[config.mk]
export PLATFORM = sky130hd
export DESIGN_NAME = cdb_broadcaster_flat
export DESIGN_NICKNAME = d
export VERILOG_FILES = /design/src/rtl/cdb_pkg.sv /design/src/rtl/cdb_broadcaster_if.sv /design/src/rtl/cdb_src_fifo.sv /design/src/rtl/cdb_broadcaster.sv /design/src/flat_wrapper.sv
export SDC_FILE = /design/constraint.sdc
export NUM_CORES = 1
export LEC_CHECK = 0
export ABC_AREA = 1
export CORE_MARGIN = 3
export CORE_UTILIZATION = 40
export DETAILED_ROUTE_END_ITERATION = 10
export GPL_TIMING_DRIVEN = 0
export SYNTH_ARGS = -nofsm -noshare
export SYNTH_HDL_FRONTEND = slang
export SYNTH_SLANG_ARGS = --single-unit
[constraint.sdc]
create_clock -name clock -period 6.5 [get_ports clock]
set_clock_uncertainty 0.05 [all_clocks]
set_input_delay 0.975 -clock clock [delete_from_list [all_inputs] [get_ports clock]]
set_output_delay 0.975 -clock clock [all_outputs]
set_load 0.02 [all_outputs]
[src/rtl/cdb_pkg.sv]
// Common data bus shared definitions: default widths and the broadcast message type.
// Used by the CDB broadcaster, the reservation stations and the register file.
package cdb_pkg;

  localparam int CDB_NUM_SRC    = 4;
  localparam int CDB_TAG_WIDTH  = 7;
  localparam int CDB_DATA_WIDTH = 32;
  localparam int CDB_FIFO_DEPTH = 2;

  // One completed result as carried on the bus.
  typedef struct packed {
    logic [CDB_TAG_WIDTH-1:0]  tag;
    logic [CDB_DATA_WIDTH-1:0] data;
  } cdb_msg_t;

endpackage

[src/rtl/cdb_broadcaster_if.sv]
// Result-offer and broadcast signals of the CDB broadcaster.
// master: the side producing results and consuming the broadcast (units / testbench).
// slave:  the broadcaster itself.
interface cdb_broadcaster_if #(
  parameter int NUM_SRC    = cdb_pkg::CDB_NUM_SRC,
  parameter int TAG_WIDTH  = cdb_pkg::CDB_TAG_WIDTH,
  parameter int DATA_WIDTH = cdb_pkg::CDB_DATA_WIDTH
) ();

  localparam int SRC_W = $clog2(NUM_SRC);

  logic [NUM_SRC-1:0]            src_valid;
  logic [NUM_SRC-1:0]            src_ready;
  logic [NUM_SRC*TAG_WIDTH-1:0]  src_tag;
  logic [NUM_SRC*DATA_WIDTH-1:0] src_data;

  logic                          cdb_valid;
  logic [TAG_WIDTH-1:0]          cdb_tag;
  logic [DATA_WIDTH-1:0]         cdb_data;
  logic [SRC_W-1:0]              cdb_src;

  modport master (
    output src_valid, src_tag, src_data,
    input  src_ready, cdb_valid, cdb_tag, cdb_data, cdb_src
  );

  modport slave (
    input  src_valid, src_tag, src_data,
    output src_ready, cdb_valid, cdb_tag, cdb_data, cdb_src
  );

endinterface

[src/rtl/cdb_src_fifo.sv]
// Per-source result buffer for the CDB broadcaster. Power-of-two depth, pointers wrap
// naturally; flush empties it without touching the storage array.
module cdb_src_fifo
  import cdb_pkg::*;
#(
  parameter int  DEPTH = CDB_FIFO_DEPTH,
  parameter type msg_t = cdb_msg_t
) (
  input  logic clock,
  input  logic reset,
  input  logic push,
  input  logic pop,
  input  logic flush,
  input  msg_t din,
  output msg_t dout,
  output logic empty,
  output logic full
);

  localparam int AW    = $clog2(DEPTH);
  localparam int CNT_W = AW + 1;

  localparam logic [AW-1:0]    PTR_ONE = AW'(1);
  localparam logic [CNT_W-1:0] CNT_ONE = CNT_W'(1);
  localparam logic [CNT_W-1:0] CNT_MAX = CNT_W'(DEPTH);

  msg_t             mem_r [DEPTH];
  logic [AW-1:0]    wr_ptr_r;
  logic [AW-1:0]    rd_ptr_r;
  logic [CNT_W-1:0] count_r;
  logic             push_s;
  logic             pop_s;

  // Never overfill or underflow, even if a caller misbehaves.
  assign push_s = push && !full;
  assign pop_s  = pop && !empty;

  assign empty = (count_r == {CNT_W{1'b0}});
  assign full  = (count_r == CNT_MAX);
  assign dout  = mem_r[rd_ptr_r];

  // Storage write; data needs no reset since count gates visibility.
  always_ff @(posedge clock) begin
    if (push_s && !flush && !reset) begin
      mem_r[wr_ptr_r] <= din;
    end
  end

  // Pointer and occupancy bookkeeping; reset beats flush, flush beats push/pop.
  always_ff @(posedge clock) begin
    if (reset || flush) begin
      wr_ptr_r <= {AW{1'b0}};
      rd_ptr_r <= {AW{1'b0}};
      count_r  <= {CNT_W{1'b0}};
    end else begin
      if (push_s) begin
        wr_ptr_r <= wr_ptr_r + PTR_ONE;
      end
      if (pop_s) begin
        rd_ptr_r <= rd_ptr_r + PTR_ONE;
      end
      case ({push_s, pop_s})
        2'b10:   count_r <= count_r + CNT_ONE;
        2'b01:   count_r <= count_r - CNT_ONE;
        default: count_r <= count_r;
      endcase
    end
  end

endmodule

[src/rtl/cdb_broadcaster.sv]
// Transmit side of the common data bus. Buffers completed results per functional unit,
// picks one non-empty buffer per cycle round-robin and drives it as a registered broadcast.
module cdb_broadcaster
  import cdb_pkg::*;
#(
  parameter int NUM_SRC    = CDB_NUM_SRC,
  parameter int TAG_WIDTH  = CDB_TAG_WIDTH,
  parameter int DATA_WIDTH = CDB_DATA_WIDTH,
  parameter int FIFO_DEPTH = CDB_FIFO_DEPTH
) (
  input  logic               clock,
  input  logic               reset,
  input  logic               flush,
  cdb_broadcaster_if.slave   bus
);

  localparam int SRC_W = $clog2(NUM_SRC);
  localparam logic [SRC_W-1:0] SRC_ONE = SRC_W'(1);

  typedef struct packed {
    logic [TAG_WIDTH-1:0]  tag;
    logic [DATA_WIDTH-1:0] data;
  } msg_t;

  logic [NUM_SRC-1:0]   empty_s;
  logic [NUM_SRC-1:0]   full_s;
  logic [NUM_SRC-1:0]   ready_s;
  logic [NUM_SRC-1:0]   push_s;
  logic [NUM_SRC-1:0]   pop_s;
  logic [NUM_SRC-1:0]   req_s;
  logic [2*NUM_SRC-1:0] req2_s;
  logic [NUM_SRC-1:0]   rot_s;
  logic [SRC_W-1:0]     enc_s;
  logic [SRC_W-1:0]     winner_s;
  logic                 grant_s;
  msg_t                 din_s  [NUM_SRC];
  msg_t                 head_s [NUM_SRC];
  msg_t                 win_msg_s;

  logic                  cdb_valid_r;
  logic [TAG_WIDTH-1:0]  cdb_tag_r;
  logic [DATA_WIDTH-1:0] cdb_data_r;
  logic [SRC_W-1:0]      cdb_src_r;
  logic [SRC_W-1:0]      rr_ptr_r;

  // Ready depends only on buffer occupancy: a same-cycle pop does not free a slot early.
  assign ready_s = ~full_s & {NUM_SRC{!reset && !flush}};
  assign push_s  = bus.src_valid & ready_s;
  assign req_s   = ~empty_s;
  assign grant_s = |req_s;

  for (genvar gi = 0; gi < NUM_SRC; gi++) begin : g_src
    assign din_s[gi].tag  = bus.src_tag[gi*TAG_WIDTH +: TAG_WIDTH];
    assign din_s[gi].data = bus.src_data[gi*DATA_WIDTH +: DATA_WIDTH];
    assign pop_s[gi]      = grant_s && !flush && (winner_s == SRC_W'(gi));

    cdb_src_fifo #(
      .DEPTH (FIFO_DEPTH),
      .msg_t (msg_t)
    ) u_fifo (
      .clock (clock),
      .reset (reset),
      .push  (push_s[gi]),
      .pop   (pop_s[gi]),
      .flush (flush),
      .din   (din_s[gi]),
      .dout  (head_s[gi]),
      .empty (empty_s[gi]),
      .full  (full_s[gi])
    );
  end

  // Round-robin pick: rotate requests so rr_ptr sits at bit 0, take the lowest set bit,
  // then rotate the index back.
  always_comb begin
    req2_s = {req_s, req_s};
    rot_s  = req2_s[rr_ptr_r +: NUM_SRC];
    enc_s  = {SRC_W{1'b0}};
    for (int j = NUM_SRC - 1; j >= 0; j--) begin
      if (rot_s[j]) begin
        enc_s = SRC_W'(j);
      end else begin
        enc_s = enc_s;
      end
    end
    winner_s  = rr_ptr_r + enc_s;
    win_msg_s = head_s[winner_s];
  end

  // Broadcast register and round-robin pointer; idle cycles keep the last tag/data/src.
  always_ff @(posedge clock) begin
    if (reset) begin
      cdb_valid_r <= 1'b0;
      cdb_tag_r   <= {TAG_WIDTH{1'b0}};
      cdb_data_r  <= {DATA_WIDTH{1'b0}};
      cdb_src_r   <= {SRC_W{1'b0}};
      rr_ptr_r    <= {SRC_W{1'b0}};
    end else if (flush) begin
      cdb_valid_r <= 1'b0;
    end else if (grant_s) begin
      cdb_valid_r <= 1'b1;
      cdb_tag_r   <= win_msg_s.tag;
      cdb_data_r  <= win_msg_s.data;
      cdb_src_r   <= winner_s;
      rr_ptr_r    <= winner_s + SRC_ONE;
    end else begin
      cdb_valid_r <= 1'b0;
    end
  end

  assign bus.src_ready = ready_s;
  assign bus.cdb_valid = cdb_valid_r;
  assign bus.cdb_tag   = cdb_tag_r;
  assign bus.cdb_data  = cdb_data_r;
  assign bus.cdb_src   = cdb_src_r;

endmodule

[src/flat_wrapper.sv]
// flat-port wrapper written by rule: the top's interface ports become plain ports
module cdb_broadcaster_flat import cdb_pkg::*;
#(
  parameter int NUM_SRC    = CDB_NUM_SRC,
  parameter int TAG_WIDTH  = CDB_TAG_WIDTH,
  parameter int DATA_WIDTH = CDB_DATA_WIDTH,
  parameter int FIFO_DEPTH = CDB_FIFO_DEPTH
)
  (clock, reset, flush, bus_src_valid, bus_src_tag, bus_src_data, bus_src_ready, bus_cdb_valid, bus_cdb_tag, bus_cdb_data, bus_cdb_src);
  cdb_broadcaster_if #(.NUM_SRC(NUM_SRC), .TAG_WIDTH(TAG_WIDTH), .DATA_WIDTH(DATA_WIDTH)) bus_i ();
  input  logic clock;
  input  logic reset;
  input  logic flush;
  input wire logic [$bits(bus_i.src_valid)-1:0] bus_src_valid;
  input wire logic [$bits(bus_i.src_tag)-1:0] bus_src_tag;
  input wire logic [$bits(bus_i.src_data)-1:0] bus_src_data;
  output wire logic [$bits(bus_i.src_ready)-1:0] bus_src_ready;
  output wire logic [$bits(bus_i.cdb_valid)-1:0] bus_cdb_valid;
  output wire logic [$bits(bus_i.cdb_tag)-1:0] bus_cdb_tag;
  output wire logic [$bits(bus_i.cdb_data)-1:0] bus_cdb_data;
  output wire logic [$bits(bus_i.cdb_src)-1:0] bus_cdb_src;
  assign bus_i.src_valid = bus_src_valid;
  assign bus_i.src_tag = bus_src_tag;
  assign bus_i.src_data = bus_src_data;
  assign bus_src_ready = bus_i.src_ready;
  assign bus_cdb_valid = bus_i.cdb_valid;
  assign bus_cdb_tag = bus_i.cdb_tag;
  assign bus_cdb_data = bus_i.cdb_data;
  assign bus_cdb_src = bus_i.cdb_src;
  cdb_broadcaster #(.NUM_SRC(NUM_SRC), .TAG_WIDTH(TAG_WIDTH), .DATA_WIDTH(DATA_WIDTH), .FIFO_DEPTH(FIFO_DEPTH)) u_core (.clock(clock), .reset(reset), .flush(flush), .bus(bus_i));
endmodule
Word level (Yosys, flattened, before mapping). Memory sizes are Yosys's and may differ from the RTL's. A register that Yosys moved wholly into a read port is not among the register bits. Cells that the tools add are included.

Add/sub/neg operators: 18. Magnitude comparators: 1. Equal/unequal tests: 15. Shift operators: 1. Mux-type cells: 28. Bitwise operators: 6. Reductions and logical operators: 45.

Operators by type and width (count): 39-bit binary-select mux with 2-bit select (1); 39-bit 2-to-1 mux (2); 1-bit logical AND (22); 2-bit == test (second input constant) (10); 1-bit 2-to-1 mux (17); 2-bit one-hot mux with 2 select lines (4); 2-bit by 1-bit adder with 2-bit output (second input constant) (5); 2-bit by 1-bit == test with 1-bit output (second input constant) (5); 1-bit logical NOT (10); 2-bit logical NOT (5); 1-bit adder (second input constant) (8); 4-bit bitwise AND (2); 2-bit 2-to-1 mux (4); 4-bit inverter (2); 2-bit nonzero test (4); 8-bit by 3-bit variable part select with 4-bit output (1); 2-bit by 1-bit subtractor with 2-bit output (second input constant) (4); 4-bit OR reduction (1); 3-bit greater-or-equal comparator (second input constant) (1); 2-bit inverter with 3-bit output (1); 2-bit adder (1); 2-bit AND reduction (1); 2-bit OR reduction (1); 1-bit logical OR (1); 1-bit inverter (1).

Flip-flop bits (word level): 60. RAM bits: 312. Input port bits: 163. Output and inout port bits: 46. Logic and storage cells: 135. Memories: 4.

Memory list: u_core.g_src[0].u_fifo.mem_r (words 2, bits a word 39, rd ports 1, clocked after Yosys merged registers in 1, wr ports 1, line cdb_src_fifo.sv:27) `msg_t mem_r [DEPTH];`; u_core.g_src[1].u_fifo.mem_r (words 2, bits a word 39, rd ports 1, clocked after Yosys merged registers in 1, wr ports 1, line cdb_src_fifo.sv:27); u_core.g_src[2].u_fifo.mem_r (words 2, bits a word 39, rd ports 1, clocked after Yosys merged registers in 1, wr ports 1, line cdb_src_fifo.sv:27); u_core.g_src[3].u_fifo.mem_r (words 2, bits a word 39, rd ports 1, clocked after Yosys merged registers in 1, wr ports 1, line cdb_src_fifo.sv:27).

Longest topological paths before layout.
Depth after elaboration: 13. Mapped depth: 20. Gate-level depth less buffers: 20.

Modules after synthesis. From an unflattened synthesis, not the netlist that was laid out.

Cells, all modules: 1316. Area total of the unflattened synthesis: 16010.4 um^2.

By module, submodules not included: cdb_src_fifo (instances 4, cells an instance 160, area each 3113.0 um^2, seq. area each 2442.3 um^2); cdb_broadcaster (instances 1, cells an instance 676, area each 3558.4 um^2, seq. area each 880.8 um^2).

Worst setup path before layout. Ideal clock, no wire load.

Path kind: input to register. Start: in reset. End: mem u_core.g_src[3].u_fifo.mem_r[0][0] (netlist bit) (enable). Setup time: 435 ps. Arrival: 3820 ps. Data required time: 6015 ps. Slack: 2195 ps. Stages on the path: 6. Buffers on the path: 1. Cell sequence: clkbuf_1 -> nor2_1 -> clkinv_1 -> a21oi_1 -> nand2_1 -> nor2_1.

Longest elaborated chain between the ends: 9.

RTL lines: from (decl) (line flat_wrapper.sv:12) `input logic reset;`; 1-bit logical NOT (line cdb_broadcaster.sv:47) `assign ready_s = ~full_s & {NUM_SRC{!reset && !flush}};`; 1-bit logical AND (line cdb_broadcaster.sv:47); 4-bit bitwise AND (line cdb_broadcaster.sv:47); net bus_src_ready[3] (line flat_wrapper.sv:17) `output wire logic [$bits(bus_i.src_ready)-1:0] bus_src_ready;`; 4-bit bitwise AND (line cdb_broadcaster.sv:48) `assign push_s = bus.src_valid & ready_s;`; 1-bit logical AND (line cdb_src_fifo.sv:35) `assign push_s = push && !full;`; 1-bit logical AND (2 in a row) (line cdb_src_fifo.sv:44) `if (push_s && !flush && !reset) begin`; 1-bit 2-to-1 mux (line cdb_src_fifo.sv:44); 1-bit 2-to-1 mux (implied by the code) (line cdb_src_fifo.sv:45) `mem_r[wr_ptr_r] <= din;`; to (decl) (line cdb_src_fifo.sv:27).

The timed path passes the listed nets, and every way through them passes these cells.

Worst setup path in the final report.
Start: in flush. End: out bus_src_ready[2].

Longest elaborated chain between the ends: 3.

RTL lines: from (decl) (line flat_wrapper.sv:13) `input logic flush;`; 1-bit logical NOT (line cdb_broadcaster.sv:47); 1-bit logical AND (line cdb_broadcaster.sv:47); 4-bit bitwise AND (line cdb_broadcaster.sv:47); to (decl) (line flat_wrapper.sv:17).

No other way between the ends.

==> out/metrics.csv <==
metric,value,unit
status,finished clean,
maxSlewViolCount,0,
synth_commonest_cells,"sky130_fd_sc_hd__edfxtp_1, sky130_fd_sc_hd__nand2_1, sky130_fd_sc_hd__nor2_1",
postLayoutCellArea,0.0190,mm2
synth.top_cells.by_area,"sky130_fd_sc_hd__edfxtp_1, sky130_fd_sc_hd__dfxtp_1, sky130_fd_sc_hd__mux2i_1",
max_freq,0.247,GHz
cellPowerDensity,298,mW/mm2
worst-endpoint-arrival,3030,ps
crit_path_top_cell_by_count,sky130_fd_sc_hd__clkdlybuf4s50_1,
worst_path_dominant_cell_family,buffers and inverters,
filler_cell_count,3149,
comb_power_share,13.9,%
synth.avg_cell_area,12.4,um2
tightestPinTransition,575,ps
number_of_clock_sinks,376,
path_class,in -> out,
synthesis.instances,1201,
avgRoutedWirePerCell,19.4,um
dp.final_hpwl,27600,um
timing.critical_path.cells,"clkdlybuf4s50_1, nor2_1, clkinv_1, a21oi_1, clkdlybuf4s50_1",
p_sw,1390,uW
drive_above_1_share,7.60,%
ant_nets,0,
yosysUniqueCellTypes,32,
port-buffer-count,207,
total_standard_cell_area_after_synthesis,0.0149,mm2
floorplan.die.height,199,um
period_needed,4050,ps
tritoncts_buffer_count,40,
all_layer_global_routing_usage,18.9,%
global_route_wire_length_before_repair,56700,um
area_delta_synth_final,27.7,%
starting_density_of_the_core,40.6,%
cts_max_path_buffers,3,
layout_worst_path_cycle_share,62.4,%
critical_path.startpoint_type,input port,
holdCritPathClass,reg -> reg,
gpl.final_weighted_congestion,0.831,
intPower,4290,uW
grt_overflow_total,0,
clk_pin_slew_worst_paths,60,ps
row_count,70,
detailroute.via_count,9822,
critical-path-slowest-cell,sky130_fd_sc_hd__clkdlybuf4s50_1,
slew-limit-headroom,61.7,%
report.final.hold_viol_count,0,
placed_area,0.0178,mm2
grt_start_max_net_pins,32,
die-area,0.0396,mm2
dp_cells,1884,
yosysTopAreaCellShare,62.8,%
yosysSeqAreaShare,71.4,%
cap_violations,0,
routed_wirelength,38000,um
peakVddDrop,0.000203,V
syn_nets,1369,
power.clock.fraction,38.8,%
cp_data_required_time,5470,ps
switching_share,24.5,%
r2r_slack,3010,ps
total_of_flip_flops_plus_latches_after_synthesis,376,
fin_cells,1955,
route.detailed.drc,0,
first_pass_iters,5,
cts_resized,0,
worst_path_largest_cell_delay,680,ps
cts.hold.buffers_added,0,
timing.final.setup_violations,0,
drt_iter0_drc,830,
synthArstFlopShare,0,%
cts_htree_levels,2,
cp_num_buf_inv,3,
synth_top_cell_by_area,sky130_fd_sc_hd__edfxtp_1,
most_common_cell_in_the_synthesized_netlist,sky130_fd_sc_hd__edfxtp_1,
fin_setup_tns,0,ps
die_width,199,um
fp.coreArea,0.0367,mm2
ys_warn_count,0,
ys_flop_type,sky130_fd_sc_hd__edfxtp_1,
number_of_antenna_violations_at_the_first_check_in_global_routing,1,
cts_root_buf,sky130_fd_sc_hd__clkbuf_16,
top_level_ports,209,
insertion_delay,530,ps
worst_setup_path_end_kind,output pin,
grt_setup_unrepaired,no,
layout.nets,1626,
critPathMaxFanout,10,
drt-vias-per-instance,5.02,
synth_enable_flop_cells,312,
vias_in_the_first_global_route,9716,
tritoncts,done,
post-cts-setup-buffers,0,
n_antenna_cell,0,
power.sequential.fraction,47.2,%
p_leak,0.00656,uW
-- through the flow --
stage | hold slack [ps] | total power, uW | util, % | setup slack [ps]
final | 413 | 5680 | 51.9 | 2450
after global routing | 435 | 5920 | 51.9 | 2330
after CTS | 415 | 5740 | 51.9 | 2460
after detailed placement | 408 | 3530 | 48.5 | 2470
after global placement | 402 | 3510 | 47.9 | 613
after floorplan | 409 | 3170 | - | 2190
-- state kept, by name, indices dropped and copies added (netlist names), named ones only --
| name | cells |
|---|---|
| u_core.rr_ptr_r | 2 |
| u_core.bus.cdb_valid | 1 |
| u_core.bus.cdb_src | 2 |
| u_core.g_src.u_fifo.wr_ptr_r | 4 |
| u_core.g_src.u_fifo.rd_ptr_r | 4 |
| u_core.bus.cdb_tag | 7 |
| u_core.g_src.u_fifo.mem_r | 312 |
| u_core.g_src.u_fifo.count_r | 8 |
| u_core.bus.cdb_data | 32 |
-- worst reg2reg max path: stages (launching register included) --
cell                       delay [ps]
sky130_fd_sc_hd__dfxtp_1          330
sky130_fd_sc_hd__nor2_2           220
sky130_fd_sc_hd__nand2_1          110
sky130_fd_sc_hd__nand3_1           90
sky130_fd_sc_hd__nand2_1          100
sky130_fd_sc_hd__a31oi_1          180
sky130_fd_sc_hd__nor2_1            60
sky130_fd_sc_hd__ha_1             260
sky130_fd_sc_hd__buf_2            230
sky130_fd_sc_hd__inv_2            140
sky130_fd_sc_hd__clkbuf_1         290
sky130_fd_sc_hd__nor2_1           310
sky130_fd_sc_hd__inv_1            150
sky130_fd_sc_hd__nor3_1           200
sky130_fd_sc_hd__ha_1             280
sky130_fd_sc_hd__nor2_1           150
sky130_fd_sc_hd__and3_1           170
sky130_fd_sc_hd__nor3_1            40
-- per-layer routing --
metal  share of wire [%]  up-vias  wire length, um  track usage, %
li1                    -     4810                -               -
met1                  44     4645            16900            26.6
met2                  46      295            17400            29.8
met3                 6.5       70             2460            3.64
met4                 3.2        2             1210            6.38
met5               0.034        -               13               0
-- cells in the final DEF, fill, tap and decap left out, types with 64 or more instances in the layout --
cell type,count
sky130_fd_sc_hd__o21ai_0,77
sky130_fd_sc_hd__dfxtp_1,64
sky130_fd_sc_hd__o22ai_1,78
sky130_fd_sc_hd__inv_1,101
sky130_fd_sc_hd__nand2_1,120
sky130_fd_sc_hd__nor2_1,106
sky130_fd_sc_hd__mux2i_1,78
sky130_fd_sc_hd__clkdlybuf4s50_1,207
sky130_fd_sc_hd__edfxtp_1,312
sky130_fd_sc_hd__nand3_1,85
-- cells by family (layout without fill, tap and decap cells) --
family,Yosys count,count (layout),synth area share [%]
DFF,376,376,71.4
and+or+nand+nor,339,339,9.71
AOI/OAI and AO/OA,225,225,8.23
buffers and inverters,177,463,4.93
muxes,78,78,5.24
adders and majority gates,5,5,0.420
xor gates and xnor gates,1,1,0.0587
-- power groups by stage --
stage	logic, uW	registers [uW]	clock network, uW
floorplan	421	2750	0
global placement	780	2730	0
detailed placement	795	2730	0
CTS	799	2680	2260
global route	884	2680	2350
finish	791	2680	2210
-- final timing paths --
| kind | start | end | depth (start not counted) |
|---|---|---|---|
| worst max-delay path | flush | bus_src_ready[2] | 5 |
| worst max register to register | u_core.g_src[1].u_fifo.count_r[1]$_SDFFE_PP0P_ | u_core.g_src[3].u_fifo.count_r[1]$_SDFFE_PP0P_ | 17 |
| worst min-delay path | u_core.bus.cdb_data[12]$_SDFFE_PP0P_ | u_core.bus.cdb_data[12]$_SDFFE_PP0P_ | 2 |
| worst min register to register | u_core.bus.cdb_data[12]$_SDFFE_PP0P_ | u_core.bus.cdb_data[12]$_SDFFE_PP0P_ | 2 |
-- final cells by class --
cell class	count	area (um2)	share of cell area, %
repair buffers	215	2230	11.7
inverters	106	398	2.09
clock inverters	20	195	1.02
well taps	468	586	3.07
multi-input cells	648	3590	18.8
clock buffers	51	1060	5.58
flip-flops and latches	376	10700	55.9
plain buffers	71	337	1.77
Power figures use the tool's default switching activity.
